[config.mk]
export PLATFORM = sky130hd
export DESIGN_NAME = elevator_request_queue
export DESIGN_NICKNAME = d
export VERILOG_FILES = /design/src/rtl/elevator_pkg.sv /design/src/rtl/req_fifo.sv /design/src/rtl/elevator_request_queue.sv
export SDC_FILE = /design/constraint.sdc
export NUM_CORES = 1
export LEC_CHECK = 0
export CAP_MARGIN = 40
export CORE_AREA = 2 2 65 67
export CTS_CLUSTER_SIZE = 28
export DETAILED_ROUTE_END_ITERATION = 6
export DIE_AREA = 0 0 67 69
export GPL_ROUTABILITY_DRIVEN = 0
export HOLD_SLACK_MARGIN = 0.15
export PLACE_DENSITY = 0.94
export SETUP_SLACK_MARGIN = 0.2
export SYNTH_ARGS = -nofsm -noshare
export SYNTH_HDL_FRONTEND = slang
export SYNTH_HIERARCHICAL = 1
export SYNTH_SLANG_ARGS = --single-unit
[constraint.sdc]
create_clock -name clk -period 5.65 [get_ports clk]
set_input_delay 1.13 -clock clk [delete_from_list [all_inputs] [get_ports clk]]
set_output_delay 1.13 -clock clk [all_outputs]
set_load 0.01 [all_outputs]
[src/rtl/elevator_pkg.sv]
// Shared types and constants for the elevator request path.
// Holds the floor index width, the request record and the reject reason
// codes. Imported by the request queue and by the downstream controller.
package elevator_pkg;

  localparam int FLOOR_W = 3;

  typedef struct packed {
    logic [FLOOR_W-1:0] src;
    logic [FLOOR_W-1:0] dest;
    logic               dir;
  } req_t;

  localparam logic [1:0] REJ_NONE    = 2'd0;
  localparam logic [1:0] REJ_INVALID = 2'd1;
  localparam logic [1:0] REJ_DUP     = 2'd2;
  localparam logic [1:0] REJ_FULL    = 2'd3;

endpackage

[src/rtl/req_fifo.sv]
// Generic in-order register FIFO with parallel visibility of every slot.
// Ports:
//   clk, rst_n   clock, synchronous active-low reset (pointers/count only)
//   push, pop    enqueue wr_data at tail / drop head; ignored when illegal
//   wr_data      entry to write
//   rd_data      head entry (stale when count == 0)
//   entries      raw contents of all slots, indexed by physical slot
//   slot_valid   per physical slot: slot currently holds a live entry
//   head_ptr     physical slot of the head
//   count, full  occupancy
module req_fifo #(
  parameter int WIDTH = 7,
  parameter int DEPTH = 4
) (
  input  logic                           clk,
  input  logic                           rst_n,
  input  logic                           push,
  input  logic                           pop,
  input  logic [WIDTH-1:0]               wr_data,
  output logic [WIDTH-1:0]               rd_data,
  output logic [DEPTH-1:0][WIDTH-1:0]    entries,
  output logic [DEPTH-1:0]               slot_valid,
  output logic [$clog2(DEPTH)-1:0]       head_ptr,
  output logic [$clog2(DEPTH):0]         count,
  output logic                           full
);

  localparam int PTR_W = $clog2(DEPTH);
  localparam int CNT_W = PTR_W + 1;

  logic [DEPTH-1:0][WIDTH-1:0] mem;
  logic [PTR_W-1:0]            wr_ptr;
  logic [PTR_W-1:0]            rd_ptr;
  logic                        push_ok;
  logic                        pop_ok;
  logic                        empty;

  assign empty   = (count == '0);
  assign full    = (count == CNT_W'(DEPTH));
  // A push into a full FIFO is legal when the head leaves in the same cycle:
  // the freed slot is exactly the one the tail pointer addresses.
  assign pop_ok  = pop && !empty;
  assign push_ok = push && (!full || pop_ok);

  always_ff @(posedge clk) begin
    if (!rst_n) begin
      wr_ptr <= '0;
      rd_ptr <= '0;
      count  <= '0;
    end else begin
      if (push_ok) wr_ptr <= wr_ptr + 1'b1;
      if (pop_ok)  rd_ptr <= rd_ptr + 1'b1;
      case ({push_ok, pop_ok})
        2'b10:   count <= count + 1'b1;
        2'b01:   count <= count - 1'b1;
        default: count <= count;
      endcase
    end
  end

  // Contents are deliberately not reset; liveness comes from count.
  always_ff @(posedge clk) begin
    if (push_ok) mem[wr_ptr] <= wr_data;
  end

  always_comb begin
    logic [PTR_W-1:0] off;
    slot_valid = '0;
    off        = '0;
    for (int i = 0; i < DEPTH; i++) begin
      off           = PTR_W'(i) - rd_ptr;
      slot_valid[i] = ({1'b0, off} < count);
    end
  end

  assign entries  = mem;
  assign rd_data  = mem[rd_ptr];
  assign head_ptr = rd_ptr;

endmodule

[src/rtl/elevator_request_queue.sv]
// Request capture stage ahead of the elevator controller.
// Validates call-panel strobes, drops duplicates of requests already queued,
// buffers accepted requests in order and offers the oldest over valid/ready.
// Ports:
//   clk, rst_n                  clock, synchronous active-low reset
//   req_stb/src/dest/dir        one-cycle request from the call panel
//   out_valid/ready             head handshake to the controller
//   out_src/dest/dir            head request, zero while out_valid = 0
//   count, full                 occupancy
//   reject, reject_code         one-cycle pulse for a strobe not enqueued
module elevator_request_queue #(
  parameter int FLOOR_W = elevator_pkg::FLOOR_W,
  parameter int DEPTH   = 4
) (
  input  logic                     clk,
  input  logic                     rst_n,
  input  logic                     req_stb,
  input  logic [FLOOR_W-1:0]       req_src,
  input  logic [FLOOR_W-1:0]       req_dest,
  input  logic                     req_dir,
  output logic                     out_valid,
  input  logic                     out_ready,
  output logic [FLOOR_W-1:0]       out_src,
  output logic [FLOOR_W-1:0]       out_dest,
  output logic                     out_dir,
  output logic [$clog2(DEPTH):0]   count,
  output logic                     full,
  output logic                     reject,
  output logic [1:0]               reject_code
);

  import elevator_pkg::*;

  localparam int ENTRY_W = 2 * FLOOR_W + 1;
  localparam int PTR_W   = $clog2(DEPTH);

  logic [ENTRY_W-1:0]              new_entry;
  logic [ENTRY_W-1:0]              head;
  logic [DEPTH-1:0][ENTRY_W-1:0]   entries;
  logic [DEPTH-1:0]                slot_valid;
  logic [PTR_W-1:0]                head_ptr;
  logic                            pop;
  logic                            req_bad;
  logic                            dup;
  logic                            accept;
  logic [1:0]                      rej_code;

  assign new_entry = {req_src, req_dest, req_dir};
  assign out_valid = (count != '0);
  assign pop       = out_valid && out_ready;

  // A request is coherent only if it moves and its direction flag agrees
  // with the sign of the move.
  assign req_bad = (req_src == req_dest) || (req_dir != (req_dest > req_src));

  // The head leaving this cycle no longer counts as held, so the same
  // request may be re-queued behind it.
  always_comb begin
    dup = 1'b0;
    for (int i = 0; i < DEPTH; i++) begin
      if (slot_valid[i] && !(pop && (PTR_W'(i) == head_ptr)) &&
          (entries[i] == new_entry))
        dup = 1'b1;
    end
  end

  always_comb begin
    rej_code = REJ_NONE;
    if (req_bad)            rej_code = REJ_INVALID;
    else if (dup)           rej_code = REJ_DUP;
    else if (full && !pop)  rej_code = REJ_FULL;
  end

  assign accept = req_stb && (rej_code == REJ_NONE);

  req_fifo #(
    .WIDTH (ENTRY_W),
    .DEPTH (DEPTH)
  ) u_fifo (
    .clk        (clk),
    .rst_n      (rst_n),
    .push       (accept),
    .pop        (pop),
    .wr_data    (new_entry),
    .rd_data    (head),
    .entries    (entries),
    .slot_valid (slot_valid),
    .head_ptr   (head_ptr),
    .count      (count),
    .full       (full)
  );

  always_ff @(posedge clk) begin
    if (!rst_n) begin
      reject      <= 1'b0;
      reject_code <= REJ_NONE;
    end else begin
      reject      <= req_stb && (rej_code != REJ_NONE);
      reject_code <= req_stb ? rej_code : REJ_NONE;
    end
  end

  // Stale slot contents survive reset, so mask the head until it is live.
  assign out_src  = out_valid ? head[ENTRY_W-1 -: FLOOR_W] : '0;
  assign out_dest = out_valid ? head[FLOOR_W -: FLOOR_W]   : '0;
  assign out_dir  = out_valid ? head[0]                    : 1'b0;

endmodule

== Word level (Yosys, flattened, before mapping) ==
Index checks and enable logic that the tools add are counted.

* Add/subtract/negate cells: 8
* Order comparisons: 8
* Equal/unequal tests: 12
* Mux-type cells: 16
* Reduce and logical (&&, ||, !) cells: 35

{| class="wikitable"
|+ Operators by type and width
! cell !! number
|-
| 28-bit bitwise mux || 1
|-
| 7-bit equality test || 4
|-
| 1-bit logical AND || 19
|-
| 7-bit binary-select mux with 2-bit select || 1
|-
| 7-bit demux with 2-bit select || 1
|-
| 7-bit two-way mux || 2
|-
| 2-bit by 3-bit < comparator with 1-bit output || 4
|-
| 1-bit logical NOT || 7
|-
| 2-bit by 3-bit < comparator with 1-bit output (second input constant) || 2
|-
| 2-bit two-way mux || 3
|-
| 3-bit two-way mux || 2
|-
| 3-bit case mux with 2 select lines || 1
|-
| 1-bit two-way mux || 5
|-
| 2-bit by 1-bit adder with 2-bit output (second input constant) || 2
|-
| 2-bit equality test (first input constant) || 2
|-
| 2-bit logical NOT || 2
|-
| 2-bit nonzero test || 2
|-
| 1-bit by 2-bit subtractor with 2-bit output (first input constant) || 2
|-
| 2-bit subtractor (first input constant) || 2
|-
| 3-bit by 1-bit adder with 3-bit output (second input constant) || 1
|-
| 3-bit equality test || 1
|-
| 3-bit equality test (second input constant) || 1
|-
| 3-bit greater-than comparator || 1
|-
| 3-bit logical NOT || 1
|-
| 9 further kinds || 10
|}

* Flip-flop bits (word level): 38
* Word-level logic and storage cells: 88

== Depth between registers and ports, before layout ==
* Depth after elaboration: 17
* Depth in mapped cells: 18
* Gate-level depth less buffers: 17

== Hierarchy ==
Netlist, hierarchy kept.

{| class="wikitable"
|+ Modules (own cells, without submodules)
! module !! times used !! cells an instance !! area each (µm²) !! sequential area each (µm²)
|-
| req_fifo || 1 || 102 || 1600.3 || 980.9
|-
| elevator_request_queue || 1 || 87 || 683.2 || 60.1
|}

== Least setup slack after synthesis ==
OpenSTA, ideal clock, no wires.

* Path kind: input-to-reg
* Start point: in req_src[1]
* End point: reg u_fifo.count[2]
* Library setup time: 0.070 ns
* Data arrival time: 3.819 ns
* Setup slack: 1.761 ns
* Cell stages on the path: 16
* Path buffers: 1
* Path through: buf_2 inv_1 ha_1 nor2b_1 o21a_1 o21ai_0 nor2_1 and4_1 a21boi_2 inv_1 ha_1 inv_1 fa_1 xor2_1 or3_1 a21boi_1

* Cells in the longest elaborated chain, start to end: 13
* Elaborated cells between the ends (all ways): 25
* Those cells by class: 1 x order compare; 8 x eq/ne; 7 x mux; 9 x reduce/logical

{| class="wikitable"
|+ RTL lines
! item !! line !! RTL
|-
| start, declared || elevator_request_queue.sv:18 || <nowiki>input logic [FLOOR_W-1:0] req_src,</nowiki>
|-
| 7-bit equality test || elevator_request_queue.sv:62 || <nowiki>(entries[i] == new_entry))</nowiki>
|-
| 1-bit logical AND || elevator_request_queue.sv:61 || <nowiki>if (slot_valid[i] && !(pop && (PTR_W'(i) == head_ptr)) &&</nowiki>
|-
| 1-bit two-way mux (4 in series) || elevator_request_queue.sv:61 ||
|-
| 2-bit two-way mux || elevator_request_queue.sv:70 || <nowiki>else if (dup) rej_code = REJ_DUP;</nowiki>
|-
| 2-bit two-way mux * || elevator_request_queue.sv:69 || <nowiki>if (req_bad) rej_code = REJ_INVALID;</nowiki>
|-
| 2-bit logical NOT * || elevator_request_queue.sv:74 || <nowiki>assign accept = req_stb && (rej_code == REJ_NONE);</nowiki>
|-
| 1-bit logical AND * || elevator_request_queue.sv:74 ||
|-
| named net accept || elevator_request_queue.sv:45 || <nowiki>logic accept;</nowiki>
|-
| 1-bit logical AND * || req_fifo.sv:43 || <nowiki>assign push_ok = push && (!full || pop_ok);</nowiki>
|-
| 2-bit by 1-bit equality test with 1-bit output / 2-bit equality test (equally long branches) || req_fifo.sv:53 || <nowiki>case ({push_ok, pop_ok})</nowiki>
|-
| 3-bit case mux with 2 select lines / 2-bit nonzero test (equally long branches) || - ||
|-
| end signal, assigned || req_fifo.sv:54 || <nowiki>2'b10: count <= count + 1'b1;</nowiki>
|-
| end signal, assigned || req_fifo.sv:55 || <nowiki>2'b01: count <= count - 1'b1;</nowiki>
|-
| end signal, assigned || req_fifo.sv:56 || <nowiki>default: count <= count;</nowiki>
|-
| end, declared || req_fifo.sv:24 || <nowiki>output logic [$clog2(DEPTH):0] count,</nowiki>
|}

The timed path passes the listed nets; every way through them passes the cells marked *.
A chain may end at the register's enable or synchronous reset.

== Worst setup path after layout ==
Ends and elaborated chain as after synthesis.

==> impl_metrics.ini <==
[run_status]
outcome = complete, no violations

[clocking]
cts_inserted_buffers = 5
cts.path.max_buffers = 2
post-cts-setup-buffer-count = 0
tritoncts_num_sinks = 38
cts_hold_bufs = 0
tritoncts = built
h-tree-depth = 2
clkSlewWorstSetupHoldPaths_ns = 0.07
cts_root_buffer = clkbuf_8
clkLatencyLatePin_ns = 0.29
ctsResizeCount = 0

[sta]
final_ws_setup_ns = 1.211
grt_setup_unrepaired = false
report.final.slew_viol_count = 0
fin_setup_tns_ns = 0
hold_violations = 0
finalWorstPathRequiredPeriod_ns = 4.439
max_freq_mhz = 225.3
report.final.setup_viol = 0
tightestPinTransition_ns = 0.6856
fin_skew_ns = 0.009938
layout_worst_path_cycle_share = 0.7857
timing.max_slew.rel_slack = 0.5423

[route]
iteration_0_drc_markers = 69
routed-via-count = 1516
drt_wl_total_um = 4561
drt_drc_violations_left = 0
average_wire_per_cell_in_the_routed_design_um = 17.28
vias_per_cell = 5.742
detail_route.first_pass.iterations = 4
drtAntennaViolNets = 0

[synthesis]
netlist-cell-type-count = 41
yosysWarnings = 6
ys_seq_area_frac = 0.4559
synth_ff_type = edfxtp_1
post_synth_edffs = 28
post_synth_main_area_contributors = edfxtp_1, xnor2_1, dfxtp_1
ys_ff_latch = 38
syn-mean-instance-area_um2 = 12.08
synth_nets = 213
synth.cell_area_um2 = 2283
netlist.area_leader.share = 0.3682
leading_area_contributor_after_synthesis = edfxtp_1
synth_async_sr_flop_share = 0
post_synth_inst_count = 189

[job]
max_cap_violations = 0

[floorplan]
die-height_um = 69
starting_density_of_the_core = 0.5834
die_area_um2 = 4623
fp-row-count = 23
core_region_area_um2 = 3914
die_width_um = 67
ios = 26

[place]
place_worst_setup_slack_ns = 0.9640
port_buffers = 25
dpl.hpwl_um = 3444

[global_routing]
grt_max_degree = 16
globalRoute.totalOverflow = 0
grt_usage = 0.2204
antenna_found_initial = 0
grt_pass1_wl_um = 7383
first_global_vias = 1492

[pwr]
worst_ir_drop_on_vdd_v = 0.0001173
leakage_nw = 0.8664
cellPowerDensity_nw_per_um2 = 250.1

[critical_path]
crit_arrival_ns = 4.67
path_class = input port to flip-flop
cpMostUsedCell = inv_1
cp_data_required_time_ns = 5.88
crit_path_end_kind = flip-flop
worst-path-max-fanout = 9
path_cells = clkdlybuf4s50_1 > inv_1 > ha_1 > nor2b_1 > o21a_1 > o21ai_0 > nor2_1 > and4_1 > a21boi_2 > inv_1 > ha_1 > inv_1 > fa_1 > xor2_1 > or3_1 > a21boi_1
largest_stage_delay_worst_path_ns = 0.67
start_kind = input port
cp_slowest_cell = clkdlybuf4s50_1

[final_layout]
layout_cell_share_with_drive_strength_beyond_1 = 0.1028
nNetsFinal = 237
antenna-diode-count = 0
areaGrowthSynthToFinish_pct = 15.23

[min_path]
worst_hold_path_type = flip-flop to flip-flop
kinds of logic after synthesis:
logic type                 Yosys count  synth area share
DFF                                 38            0.4559
adders and majority gates           13           0.07452
AOI/OAI and AO/OA                   22           0.08329
buffers and inverters               24           0.05151
muxes                                9           0.07781
xor gates and xnor gates            33            0.1266
and+or+nand+nor                     50            0.1304
worst max-delay path, delay by kind of cell:
family / cells / cell delay [ns]
AO/OA/AOI/OAI: 4 / 0.79
buffers and inverters: 4 / 0.90
adder cells (fa/ha/maj): 3 / 0.89
AND/OR/NAND/NOR: 4 / 0.77
XOR/XNOR: 1 / 0.17
through the flow:
step	hold slack (ns)	utilization	cells	power (mW)	cell area [µm²]
after floorplan	0.4677	-	189	0.4320	2283
after global placement	0.4988	0.6467	254	0.4845	2531
after detailed placement	0.5274	0.6519	256	0.4938	2551
after CTS	0.5372	0.6723	264	0.6626	2631
after global routing	0.5748	0.6723	264	0.6896	2631
final	0.5406	0.6723	264	0.6581	2631
path summary, 6_finish.rpt:
check	cells past startpoint	from	to	slack, ns
worst max-delay path	16	req_src[1]	u_fifo/count[2]$_SDFFE_PN0P_	1.21
worst min-delay path	2	u_fifo/wr_ptr[0]$_SDFFE_PN0P_	u_fifo/wr_ptr[0]$_SDFFE_PN0P_	0.54
worst max register to register	17	u_fifo/head_ptr[1]$_SDFFE_PN0P_	u_fifo/count[2]$_SDFFE_PN0P_	1.68
worst min register to register	2	u_fifo/wr_ptr[0]$_SDFFE_PN0P_	u_fifo/wr_ptr[0]$_SDFFE_PN0P_	0.54
layout by cell type (no fill, tap or decap), types with 2 or more instances in the layout:
cell,n
mux2i_1,2
nand2b_1,3
inv_1,13
or2_1,3
nor3_1,3
and2_1,7
clkbuf_8,5
xnor2_1,32
ha_1,12
a211oi_1,2
edfxtp_1,28
a21oi_1,4
nor2b_1,9
nand4_1,8
o21ai_0,3
dfxtp_1,10
nand2_1,9
clkdlybuf4s50_1,25
mux4_2,7
o21bai_1,2
clkinv_1,3
nor2_1,4
where the power goes:
group	internal (mW)	switching (mW)	leakage [nW]
sequential	0.313	0.0171	0.336
clock	0.0822	0.0875	0.0407
combinational	0.0800	0.0781	0.490
flip-flops by register name, summed over array words and instances (netlist names):
| signal | flops |
|---|---|
| u_fifo/entries | 28 |
| u_fifo/count | 3 |
| reject_code | 2 |
| u_fifo/head_ptr | 2 |
| u_fifo/wr_ptr | 2 |
| reject | 1 |
per-layer routing:
layer | global-route usage | vias up | share of wire
met4 | 0.08163 | 0 | 0.016
met5 | 0 | - | 0
met1 | 0.2689 | 749 | 0.41
met3 | 0.05057 | 7 | 0.043
li1 | - | 714 | -
met2 | 0.3729 | 46 | 0.53
synthesized netlist by cell type (4+ instances only):
| master | n |
|---|---|
| a21oi_1 | 4 |
| and2_1 | 7 |
| buf_2 | 4 |
| dfxtp_1 | 10 |
| edfxtp_1 | 28 |
| ha_1 | 12 |
| inv_1 | 13 |
| mux4_2 | 7 |
| nand2_1 | 9 |
| nand4_1 | 8 |
| nor2_1 | 4 |
| nor2b_1 | 9 |
| xnor2_1 | 32 |
area by class of cell:
cell class	count	area [µm²]
Clock buffer	5	68.82
Clock inverter	3	11.26
Fill cell	299	1282
Inverter	14	52.55
Multi-Input combinational cell	127	1125
Tap cell	50	62.56
Timing Repair Buffer	27	270.3
Sequential cell	38	1041
Note: power is estimated with default switching activity, not from simulation.
